--- src/rtl/seven_seg_pkg.sv ---
// Shared constants and types for the seven-segment display source selector.
//   SEG_RST_PATTERN : display word shown at reset and for an unmapped channel
//   POINT_DEFAULT   : decimal points for channels without their own mask
//   BLINK_DEFAULT   : blink mask for channels without their own mask
//   mode_e          : channel-selection mode of the scan controller
package seven_seg_pkg;
  localparam logic [31:0] SEG_RST_PATTERN = 32'hAA5555AA;
  localparam logic [3:0]  POINT_DEFAULT   = 4'hF;
  localparam logic [3:0]  BLINK_DEFAULT   = 4'h0;

  typedef enum logic {MODE_MANUAL, MODE_SCAN} mode_e;
endpackage

--- src/rtl/seven_seg_scan_ctr.sv ---
// Channel-select controller: manual select or auto-scan over enabled channels.
//   clk, rst    : clock, async active-low reset
//   auto_en     : 1 = auto-scan, 0 = manual (cur_ch follows sel)
//   sel         : manual channel select
//   ch_en       : auto-scan enable mask, bit k enables channel k
//   dwell_len   : cycles spent on each channel while scanning (0 acts as 1)
//   cur_nxt     : channel that will be active after this edge (feeds the output mux)
//   cur_ch      : channel currently driving the outputs
//   ch_switch   : one-cycle pulse after an edge where cur_ch changed
module seven_seg_scan_ctr
  import seven_seg_pkg::*;
#(
  parameter int N_CH    = 8,
  parameter int SEL_W   = 4,
  parameter int DWELL_W = 16
) (
  input  logic               clk,
  input  logic               rst,
  input  logic               auto_en,
  input  logic [SEL_W-1:0]   sel,
  input  logic [N_CH-1:0]    ch_en,
  input  logic [DWELL_W-1:0] dwell_len,
  output logic [SEL_W-1:0]   cur_nxt,
  output logic [SEL_W-1:0]   cur_ch,
  output logic               ch_switch
);

  mode_e              mode, mode_nxt;
  logic [DWELL_W-1:0] cnt, cnt_nxt, term;
  logic [SEL_W-1:0]   fold, rot_nxt;
  logic               cur_on;

  assign term = (dwell_len == '0) ? '0 : dwell_len - DWELL_W'(1);
  // cur_ch may hold an out-of-range manual select; scanning restarts from 0 then.
  assign fold = ({1'b0, cur_ch} < (SEL_W+1)'(N_CH)) ? cur_ch : '0;

  // Priority rotate: first enabled channel above cur_ch, wrapping. The outer
  // loop runs from the largest offset down so the smallest offset wins. If no
  // other channel is enabled, rot_nxt stays on cur_ch.
  always_comb begin
    rot_nxt = cur_ch;
    cur_on  = 1'b0;
    for (int k = N_CH-1; k >= 1; k--)
      for (int j = 0; j < N_CH; j++)
        if (cur_ch == SEL_W'(j) && ch_en[(j+k) % N_CH])
          rot_nxt = SEL_W'((j+k) % N_CH);
    for (int j = 0; j < N_CH; j++)
      if (cur_ch == SEL_W'(j)) cur_on = ch_en[j];
  end

  always_comb begin
    mode_nxt = auto_en ? MODE_SCAN : MODE_MANUAL;
    cur_nxt  = cur_ch;
    cnt_nxt  = '0;
    if (!auto_en)
      cur_nxt = sel;
    else if (mode == MODE_MANUAL)
      cur_nxt = fold;
    else if (ch_en == '0)
      cur_nxt = '0;
    else if (!cur_on || cnt >= term)   // >= also covers dwell_len shrinking mid-dwell
      cur_nxt = rot_nxt;
    else
      cnt_nxt = (&cnt) ? cnt : cnt + DWELL_W'(1);
  end

  always_ff @(posedge clk or negedge rst) begin
    if (!rst) begin
      mode      <= MODE_MANUAL;
      cur_ch    <= '0;
      cnt       <= '0;
      ch_switch <= 1'b0;
    end else begin
      mode      <= mode_nxt;
      cur_ch    <= cur_nxt;
      cnt       <= cnt_nxt;
      ch_switch <= (cur_nxt != cur_ch);
    end
  end

endmodule

--- src/rtl/seven_seg_src_sel.sv ---
// Registered source selector for the seven-segment display path.
//   clk, rst            : clock, async active-low reset
//   cpu_we, cpu_data    : write port of the channel-0 CPU display register
//   point_in, blink_in  : point / blink masks used when channel 0 is shown
//   ch_data             : packed channels 1..N_CH-1, channel k at [k*WIDTH-1 -: WIDTH]
//   sel, auto_en, ch_en, dwell_len : channel selection controls
//   disp_num, point_out, blink_out : registered display outputs
//   cur_ch, ch_switch   : active channel and change pulse
module seven_seg_src_sel
  import seven_seg_pkg::*;
#(
  parameter int          WIDTH       = 32,
  parameter int          N_CH        = 8,
  parameter int          SEL_W       = 4,
  parameter logic [31:0] RST_PATTERN = SEG_RST_PATTERN,
  parameter int          DWELL_W     = 16
) (
  input  logic                       clk,
  input  logic                       rst,
  input  logic                       cpu_we,
  input  logic [WIDTH-1:0]           cpu_data,
  input  logic [3:0]                 point_in,
  input  logic [3:0]                 blink_in,
  input  logic [(N_CH-1)*WIDTH-1:0]  ch_data,
  input  logic [SEL_W-1:0]           sel,
  input  logic                       auto_en,
  input  logic [N_CH-1:0]            ch_en,
  input  logic [DWELL_W-1:0]         dwell_len,
  output logic [WIDTH-1:0]           disp_num,
  output logic [3:0]                 point_out,
  output logic [3:0]                 blink_out,
  output logic [SEL_W-1:0]           cur_ch,
  output logic                       ch_switch
);

  logic [WIDTH-1:0]           cpu_reg;
  logic [N_CH-1:0][WIDTH-1:0] ch_arr;
  logic [SEL_W-1:0]           cur_nxt;
  logic [WIDTH-1:0]           disp_nxt;
  logic [3:0]                 point_nxt, blink_nxt;

  seven_seg_scan_ctr #(
    .N_CH    (N_CH),
    .SEL_W   (SEL_W),
    .DWELL_W (DWELL_W)
  ) u_scan (
    .clk       (clk),
    .rst       (rst),
    .auto_en   (auto_en),
    .sel       (sel),
    .ch_en     (ch_en),
    .dwell_len (dwell_len),
    .cur_nxt   (cur_nxt),
    .cur_ch    (cur_ch),
    .ch_switch (ch_switch)
  );

  // Channel 0 bypasses the CPU register so a write shows after one edge.
  assign ch_arr[0] = cpu_we ? cpu_data : cpu_reg;

  for (genvar k = 1; k < N_CH; k++) begin : g_ch
    assign ch_arr[k] = ch_data[k*WIDTH-1 -: WIDTH];
  end

  always_comb begin
    disp_nxt  = WIDTH'(RST_PATTERN);
    point_nxt = POINT_DEFAULT;
    blink_nxt = BLINK_DEFAULT;
    for (int k = 0; k < N_CH; k++)
      if (cur_nxt == SEL_W'(k)) disp_nxt = ch_arr[k];
    if (cur_nxt == '0) begin
      point_nxt = point_in;
      blink_nxt = blink_in;
    end
  end

  always_ff @(posedge clk or negedge rst) begin
    if (!rst) begin
      cpu_reg   <= '0;
      disp_num  <= WIDTH'(RST_PATTERN);
      point_out <= POINT_DEFAULT;
      blink_out <= BLINK_DEFAULT;
    end else begin
      if (cpu_we) cpu_reg <= cpu_data;
      disp_num  <= disp_nxt;
      point_out <= point_nxt;
      blink_out <= blink_nxt;
    end
  end

endmodule

--- config.mk ---
export PLATFORM = sky130hd
export DESIGN_NAME = seven_seg_src_sel
export DESIGN_NICKNAME = d
export VERILOG_FILES = /design/src/rtl/seven_seg_pkg.sv /design/src/rtl/seven_seg_scan_ctr.sv /design/src/rtl/seven_seg_src_sel.sv
export SDC_FILE = /design/constraint.sdc
export NUM_CORES = 1
export LEC_CHECK = 0
export CORE_AREA = 4 4 130 132
export CTS_CLUSTER_DIAMETER = 60
export DETAILED_ROUTE_END_ITERATION = 12
export DIE_AREA = 0 0 134 136
export DONT_BUFFER_PORTS = 1
export PLACE_DENSITY = 0.65
export SYNTH_ARGS = -nofsm -noshare
export SYNTH_HDL_FRONTEND = slang
export SYNTH_SLANG_ARGS = --single-unit
export TNS_END_PERCENT = 10
--- constraint.sdc ---
create_clock -name clk -period 4.55 [get_ports clk]
set_input_delay 0.455 -clock clk [delete_from_list [all_inputs] [get_ports clk]]
set_output_delay 0.455 -clock clk [all_outputs]
set_load 0.05 [all_outputs]
==> results of run 1 <==
cell families (layout without fill, tap and decap cells):
kind of cell	count (synthesis)	count (layout)	synth area share
other	0	6	0
DFF	94	94	0.300
adders and majority gates	18	18	0.0284
muxes	169	169	0.225
xor gates and xnor gates	25	25	0.0276
AOI/OAI and AO/OA	192	192	0.178
and+or+nand+nor	260	260	0.178
buffers and inverters	82	111	0.0631
through the flow:
step | cell area [µm²] | cells
floorplan | 7970 | 840
global placement | 8440 | 1058
detailed placement | 8440 | 1058
CTS | 8760 | 1075
global route | 9000 | 1089
finish | 9000 | 1091
per-layer routing:
layer / track usage / up-vias / part of all wire
li1: - / 3241 / -
met1: 0.370 / 3490 / 0.40
met2: 0.507 / 349 / 0.49
met3: 0.0711 / 65 / 0.078
met4: 0.115 / 2 / 0.031
met5: 0 / - / 0.00028
power groups by stage:
| stage | Combinational, mW | Clock [mW] | Sequential [mW] |
|---|---|---|---|
| after floorplan | 1.22 | 0 | 1.59 |
| after global placement | 1.56 | 0 | 1.68 |
| after detailed placement | 1.59 | 0 | 1.69 |
| after CTS | 1.61 | 0.755 | 1.67 |
| after global routing | 1.86 | 0.791 | 1.68 |
| final | 1.72 | 0.737 | 1.67 |
final cells by class:
| type | count | area [µm²] |
|---|---|---|
| multi-input cells | 664 | 5190 |
| fillers | 1392 | 6710 |
| well taps | 216 | 270 |
| flip-flops and latches | 94 | 2380 |
| diodes | 6 | 15.0 |
| inverters | 12 | 50.0 |
| repair buffers | 83 | 808 |
| clock buffers | 9 | 225 |
| clock inverters | 7 | 58.8 |
worst max-delay path: cells and delay by family:
kind | cells | cell delay [ns]
mux | 1 | 0.29
buf+inv | 4 | 0.58
simple gates | 7 | 1.81
compound gates | 6 | 1.25
fa+ha+maj | 1 | 0.33
synthesized netlist by cell type, drive strengths merged (9+ instances only):
cell type and count:
ha 18, mux2 73, dfrtp 74, o221ai 14
mux2i 96, o211ai 11, nand3b 9, nor3 18
a21oi 53, inv 11, and3 16, buf 52
nand3 21, a32o 11, clkbuf 18, nand2 73
dfstp 20, xor2 18, nor2b 10, o21ai 21
nor2 45, or4 16
layout by cell type, fill, tap and decap left out, types with 16 or more instances in the layout:
cell type	n
and3_1	16
dfrtp_1	72
nand2_1	73
nand3_1	21
o21ai_0	18
mux2_2	69
a21oi_1	52
ha_1	18
nor2_1	43
dfstp_2	20
buf_4	66
xor2_1	18
mux2i_1	95
timing repair:
action	CTS	global route
resized for setup	0	29
endpoints found under the hold margin	94	0
hold buffers	1	0
setup endpoints to repair	0	41
buffers inserted	0	7
final timing paths:
| kind | from | end |
|---|---|---|
| max | dwell_len[5] | disp_num[17]$_DFF_PN0_ |
| min | rst | blink_out[1]$_DFF_PN0_ |
| max reg2reg | u_scan.cur_ch[1]$_DFF_PN0_ | disp_num[13]$_DFF_PN0_ |
| min reg2reg | cpu_reg[20]$_DFF_PN0_ | cpu_reg[20]$_DFF_PN0_ |
| max in group asynchronous | rst | u_scan.cur_ch[0]$_DFF_PN0_ |
| min in group clk | auto_en | u_scan.mode$_DFF_PN0_ |
==> results.toml, run 1 <==
[outcome]
status = "finished with violations"
violations = "hold timing"

[floorplan]
die_area_um2 = 18200
design.portCount = 341
coreArea_um2 = 15700
fp.dieH_um = 136
initial_core_util = 0.505
rows = 46
die_width_um = 134

[timing]
slew_violations = 0
grt_setup_unrepaired = "yes"
setup_violations = 0
relSlewSlack = 0.394
timing.hold.ws_ns = -0.0323
clock-skew-final_ns = 0.00762
finalHoldViolCount = 9
setup_ws_ns = 0.0432
min_period_over_period = 0.991
fmax_mhz = 222
fin_setup_tns_ns = 0
period_needed_ns = 4.51
worstMarginPinSlew_ns = 0.909

[power]
cellLeakagePower_nw = 3.76
ir_worst_vdd_mv = 0.319
pwr-share-seq = 0.405
p_clk_frac = 0.179
power_switching_mw = 1.87
internal_power_mw = 2.26
power.density_nw_per_um2 = 458
switching_share = 0.452
finalPower_mw = 4.12
p_comb_frac = 0.416

[clock_network]
cts_tree = "built"
worstSkewPairLatency_ns = 0.36
cts_made_buffers = 9
h-tree-depth = 3
clkSinkCount = 94
clk_pin_slew_ns = 0.07
max-clock-path-buffers = 2
cts-root-buf = "clkbuf_16"

[setup_path]
critPathMaxFanout = 12
slowest_delay_ns = 0.54
worst_ep_required_time_ns = 4.77
cp-start-kind = "input pin"
r2r_slack_ns = 0.68
cp.arrival_ns = 4.73
rr_worst_depth = 12
critPathSlowestCell = "or4_4"
crit_top_cell = "buf_4"
crit_chain = "or4_4 -> nor4_4 -> nand2_1 -> or3_4 -> nor3_2 -> a21oi_1 -> ha_1 -> buf_4 -> a2111oi_4 -> o311ai_4 -> nor4b_2 -> a32o_2 -> nor2b_4 -> buf_4 -> buf_6 -> buf_12 -> mux2i_1 -> o221a_2 -> a311oi_2"
cp-end-kind = "flip-flop"
crit_type = "input pin to flip-flop"

[placement]
pre_cts_slack_ns = -0.293
dp_hpwl_mm = 22.4
port_buffers = 0
gp_congestion = 0.936

[routing]
finalWirelength_mm = 28.6
drt_iter0_markers = 514
antenna_left = 0
wl_per_cell_um = 26.2
drc_errors = 0
vias_per_cell = 6.55
first_pass_iters = 5
vias = 7147

[synthesis]
synth_cell_types = 87
syn_avg_cell_area_um2 = 9.45
synth_largest_area_cell = "dfrtp_1"
ys.flop_type = "dfrtp_1"
yosys-top-cells-area = "dfrtp_1 23%, mux2i_1 12%, mux2_2 9.8%"
synth_edf_count = 0
synthesis.nets = 1154
syn_area_um2 = 7940
postSynthCellCount = 840
seq_area_frac_synth = 0.300
async_reset_ff_frac = 1.00
synth_top_area_frac = 0.233
ys_seq_elements = 94
ys.warnings.count = 0

[grt]
grt_overflow_total = 0
grt.total_usage = 0.299
grt_first_pass_wirelength_mm = 42.4
grt_max_degree = 95
grt_pass1_vias = 7348
antenna_found_initial = 5

[hold_path]
holdCritPathClass = "input pin to asynchronous set/reset pin"

[flow_run]
drv_cap = 0

[final_layout]
nets = 1178
area_growth_pct = 13.4
utilization = 0.573
drive_above_1_share = 0.266
No activity file was read; power rests on OpenSTA's default activity.
==> run 2, diff against run 1 <==
--- a/config.mk
+++ b/config.mk
@@ -10,7 +10,8 @@
 export DETAILED_ROUTE_END_ITERATION = 12
 export DIE_AREA = 0 0 134 136
 export DONT_BUFFER_PORTS = 1
-export PLACE_DENSITY = 0.65
+export GPL_ROUTABILITY_DRIVEN = 0
+export PLACE_DENSITY_LB_ADDON = 0.15
 export SYNTH_ARGS = -nofsm -noshare
 export SYNTH_HDL_FRONTEND = slang
 export SYNTH_SLANG_ARGS = --single-unit
==> run 2 against run 1 <==
The run now ends clean. Global-route usage down 0.90 points. Via count down 1.0%. Non-clock buffer count down 9. Worst setup slack worse by 0.039 ns. Fmax down 0.85%. Combinational power down 5%. Sequential share of layout area up 0.43 points. Sequential power about the same. Utilization down 0.92 points. Critical endpoint is now disp_num[28]$_DFF_PN0_. Largest cell class unchanged. Largest power group is now sequential cells.
==> results.toml, run 2 (synthesized netlist as in run 1, its figures left out) <==
[outcome]
status = "completed"

[placement]
dp_hpwl_mm = 21.8
placed_cells = 1053
port_buffers = 0

[routing]
drc_errors = 0
vias = 7075
antenna_left = 0
finalWirelength_mm = 27.8
drt_iter0_markers = 690
vias_per_cell = 6.54
first_pass_iters = 5
wl_per_cell_um = 25.7

[timing]
min_period_over_period = 0.999
timing.hold.ws_ns = 0.00764
worstMarginPinSlew_ns = 0.631
fmax_mhz = 220
slew_violations = 0
setup_violations = 0
finalHoldViolCount = 0
clock-skew-final_ns = 0.0129
fin_setup_tns_ns = 0
period_needed_ns = 4.55
relSlewSlack = 0.579

[power]
power.density_nw_per_um2 = 459
ir_worst_vdd_mv = 0.298
cellLeakagePower_nw = 3.71
finalPower_mw = 4.06

[floorplan]
coreArea_um2 = 15700
rows = 46
initial_core_util = 0.505
fp.dieH_um = 136
die_area_um2 = 18200
design.portCount = 341
die_width_um = 134

[clock_network]
cts_made_buffers = 9
cts_tree = "built"
cts-root-buf = "clkbuf_16"
max-clock-path-buffers = 2
clkSinkCount = 94
worstSkewPairLatency_ns = 0.34
clk_pin_slew_ns = 0.07
h-tree-depth = 3

[grt]
grt.total_usage = 0.290
grt_max_degree = 95
grt_overflow_total = 0
grt_pass1_vias = 7205
grt_first_pass_wirelength_mm = 41.3
antenna_found_initial = 8

[final_layout]
area_growth_pct = 11.6
nets = 1169
multi_input_area_um2 = 5150
drive_above_1_share = 0.248
final_cells = 1082
final_common_cell = "mux2i_1"
regArea_um2 = 2380
layout_common_cells = "96 x mux2i_1, 73 x nand2_1, 72 x dfrtp_1, 69 x mux2_2, 60 x buf_4"
nFillCells = 1436

[setup_path]
cp.arrival_ns = 4.74
crit_type = "input pin to flip-flop"
slowest_delay_ns = 0.54
cp-start-kind = "input pin"
worst_ep_required_time_ns = 4.75
crit_top_cell = "or3_1"
cp-end-kind = "flip-flop"
rr_worst_depth = 13
crit_chain = "or4_4 -> nor4_4 -> nand2_1 -> or3_1 -> nor3_1 -> a21oi_1 -> ha_1 -> nand4_1 -> o311ai_4 -> and3b_1 -> a31oi_1 -> or3_1 -> buf_12 -> buf_4 -> a2111oi_0 -> a311oi_2"
critPathSlowestCell = "or4_4"
critPathMaxFanout = 22

[flow_run]
drv_cap = 0

[hold_path]
holdCritPathClass = "input pin to asynchronous set/reset pin"
-- run 2: cell count changes in the layout (fill, tap and decap cells not counted), sizes merged --
cell      change
clkinv        +2
inv           -2
bufinv        +1
buf           -7
clkinvlp      -3
-- run 2: power breakdown --
| group | total [mW] | internal [mW] | switching [mW] |
|---|---|---|---|
| Sequential | 1.66 | 1.05 | 0.616 |
| Clock | 0.760 | 0.428 | 0.332 |
| Combinational | 1.64 | 0.784 | 0.855 |
-- run 2: area by class of cell --
| class | count | share of cell area |
|---|---|---|
| multi-input combinational | 664 | 0.581 |
| sequential | 94 | 0.269 |
| timing repair buffer | 74 | 0.0794 |
| tap | 216 | 0.0305 |
| clock buffer | 11 | 0.0263 |
| clock inverter | 5 | 0.00678 |
| inverter | 12 | 0.00565 |
| antenna | 6 | 0.00170 |
-- run 2: timing repair --
action | in CTS | in global routing
pin swaps | 1 | 8
endpoints found under the setup margin | 2 | 31
endpoints found under the hold margin | 94 | 0
setup buffers | 1 | 5
hold buffers | 1 | 0
resized for setup | 0 | 17
-- run 2: worst max-delay path: cells and delay by family --
| family | cells | cell delay (ns) |
|---|---|---|
| adder cells (fa/ha/maj) | 1 | 0.36 |
| AND/OR/NAND/NOR | 8 | 2.28 |
| buffers and inverters | 2 | 0.33 |
| AO/OA/AOI/OAI | 5 | 1.30 |
-- run 2: metrics by stage --
stage / cell area, µm² / util / worst slack [ns]
global placement: 8410 / 0.535 / -0.193
detailed placement: 8410 / 0.535 / -0.357
floorplan: 7970 / - / 0.0369
global route: 8860 / 0.564 / -0.122
finish: 8860 / 0.564 / 0.00442
CTS: 8730 / 0.556 / 0.0128
-- run 2: final timing paths --
kind,start,end,slack [ns]
min reg2reg,cpu_reg[19]$_DFF_PN0_,cpu_reg[19]$_DFF_PN0_,0.50
min,rst,blink_out[1]$_DFF_PN0_,0.008
min in group clk,auto_en,u_scan.mode$_DFF_PN0_,0.15
max reg2reg,u_scan.cur_ch[1]$_DFF_PN0_,disp_num[28]$_DFF_PN0_,0.59
max,dwell_len[5],disp_num[28]$_DFF_PN0_,0.004
max in group asynchronous,rst,disp_num[22]$_DFF_PN1_,4.12
-- run 2: routing by layer --
layer | wire length, µm | track usage | share of wire | vias up
li1 | - | - | - | 3220
met1 | 10400 | 0.348 | 0.37 | 3385
met2 | 13700 | 0.486 | 0.49 | 390
met3 | 2480 | 0.0814 | 0.089 | 76
met4 | 1180 | 0.131 | 0.043 | 4
met5 | 27 | 0 | 0.00097 | -
==> run 3, diff against run 2 <==
==> constraint.sdc (replaced) <==
create_clock -name clk -period 4.55 [get_ports clk]
set_input_delay 0.455 -clock clk [delete_from_list [all_inputs] [get_ports clk]]
set_output_delay 0.455 -clock clk [all_outputs]
set_load 0.01 [all_outputs]
==> run 3 against run 2 <==
Worst hold slack lost 0.00099 ns. Final cell count down 0.46%. Critical path depth is the same. Clock-buffer cell count up 2. Critical path type unchanged.
==> results.toml, run 3 (synthesized netlist as in run 1, its figures left out) <==
[timing]
grt_setup_unrepaired = "yes"
timing.hold.ws_ns = 0.00664
min_period_over_period = 0.973
slew_violations = 0
setup_ws_ns = 0.123
worstMarginPinSlew_ns = 0.677
clock-skew-final_ns = 0.0155
relSlewSlack = 0.547
setup_violations = 0
finalHoldViolCount = 0
fmax_mhz = 226
period_needed_ns = 4.43

[power]
cellLeakagePower_nw = 3.69
finalPower_mw = 3.68
power_switching_mw = 1.39
power.density_nw_per_um2 = 416
p_comb_frac = 0.452
switching_share = 0.378
p_clk_frac = 0.213
pwr-share-seq = 0.335
ir_worst_vdd_mv = 0.215
internal_power_mw = 2.28

[final_layout]
drive_above_1_share = 0.235
final_common_cell = "mux2i_1"
nFillCells = 1408
layout_common_cells = "96 x mux2i_1, 74 x dfrtp_1, 73 x nand2_1, 69 x mux2_2, 53 x a21oi_1"
area_growth_pct = 11.3
nets = 1159
design_area_um2 = 8830

[routing]
drc_errors = 0
vias = 7149
finalWirelength_mm = 28.1
first_pass_iters = 5
wl_per_cell_um = 26.1
antenna_left = 0
drt_iter0_markers = 678
vias_per_cell = 6.64

[grt]
grt.total_usage = 0.298
antenna_found_initial = 12
grt_overflow_total = 0
grt_max_degree = 95
grt_pass1_vias = 7126
grt_first_pass_wirelength_mm = 42.1

[setup_path]
crit_type = "input pin to flip-flop"
critPathMaxFanout = 25
cp-end-kind = "flip-flop"
cp-start-kind = "input pin"
worst_ep_required_time_ns = 4.82
cp.arrival_ns = 4.70

[floorplan]
fp.dieH_um = 136
rows = 46
coreArea_um2 = 15700
die_area_um2 = 18200
initial_core_util = 0.505
design.portCount = 341
die_width_um = 134

[clock_network]
clk_pin_slew_ns = 0.07
h-tree-depth = 3
clkSinkCount = 94
worstSkewPairLatency_ns = 0.36
cts_tree = "built"
cts-root-buf = "clkbuf_16"
max-clock-path-buffers = 2
cts_made_buffers = 9

[flow_run]
drv_cap = 0

[placement]
pre_cts_slack_ns = -0.316
dp_hpwl_mm = 21.7
port_buffers = 0
place_area_um2 = 8350

[hold_path]
holdCritPathClass = "input pin to asynchronous set/reset pin"

[outcome]
status = "completed"
## run 3: cell types whose count changed in the layout (fill, tap and decap cells not counted), moves of 2 or more
cell	delta
buf_4	-13
diode_2	+5
clkinv_4	-3
a2111oi_0	-2
a2111oi_1	+2
buf_12	+2
clkbuf_8	+2
dfrtp_1	+2
dfrtp_2	-2
## run 3: final timing paths
path / startpoint / to / slack (ns) / depth (start not counted)
max: dwell_len[5] / disp_num[31]$_DFF_PN1_ / 0.12 / 16
min: rst / disp_num[6]$_DFF_PN0_ / 0.007 / 1
min reg2reg: cpu_reg[19]$_DFF_PN0_ / cpu_reg[19]$_DFF_PN0_ / 0.49 / 1
min in group clk: auto_en / u_scan.mode$_DFF_PN0_ / 0.14 / 0
max reg2reg: u_scan.cur_ch[2]$_DFF_PN0_ / disp_num[17]$_DFF_PN0_ / 0.88 / 12
max in group asynchronous: rst / disp_num[29]$_DFF_PN1_ / 4.12 / 1
## run 3: final cells by class
class | instances | area, µm² | area share
tap | 216 | 270 | 0.0306
inverter | 12 | 47.5 | 0.00538
sequential | 94 | 2380 | 0.269
timing repair buffer | 64 | 671 | 0.0759
clock buffer | 13 | 260 | 0.0295
multi-input combinational | 664 | 5140 | 0.582
clock inverter | 3 | 42.5 | 0.00482
antenna | 11 | 27.5 | 0.00312
## run 3: stage by stage
stage,utilization,TNS (ns),instances
2_1_floorplan,-,0,840
3_3_place_gp,0.532,-3.22,1043
3_5_place_dp,0.532,-7.54,1043
4_1_cts,0.553,0,1060
5_1_grt,0.562,-0.698,1073
6_report,0.562,0,1077
## run 3: worst max-delay path, stage by stage
cell      delay, ns
or4_4          0.54
nor4_4         0.35
nand2_1        0.12
or3_1          0.34
nor3_1         0.15
a21oi_1        0.08
ha_1           0.37
nand4_1        0.17
o311ai_4       0.45
o221ai_1       0.25
o221ai_2       0.28
and2_4         0.22
buf_12         0.17
buf_4          0.18
mux2_2         0.36
a21oi_1        0.19
## run 3: repair_timing
item / CTS / global route
resized for setup: 0 / 13
endpoints found under the setup margin: 0 / 35
hold buffers: 1 / 0
buffers inserted: 0 / 5
hold endpoints to repair: 94 / 0
## run 3: layer usage
| layer | wire [µm] | up-vias | global-route usage |
|---|---|---|---|
| met5 | 67 | - | 0 |
| met2 | 13900 | 387 | 0.501 |
| li1 | - | 3206 | - |
| met3 | 2190 | 94 | 0.0699 |
| met4 | 1150 | 10 | 0.127 |
| met1 | 10800 | 3452 | 0.367 |
## run 3: power by group through the flow
stage          registers, mW  clock network (mW)  logic, mW
6_report                1.23               0.784       1.66
3_3_place_gp            1.25                   0       1.54
5_1_grt                 1.24               0.835       1.78
3_5_place_dp            1.25                   0       1.58
4_1_cts                 1.23               0.797       1.60
2_1_floorplan           1.17                   0       1.22
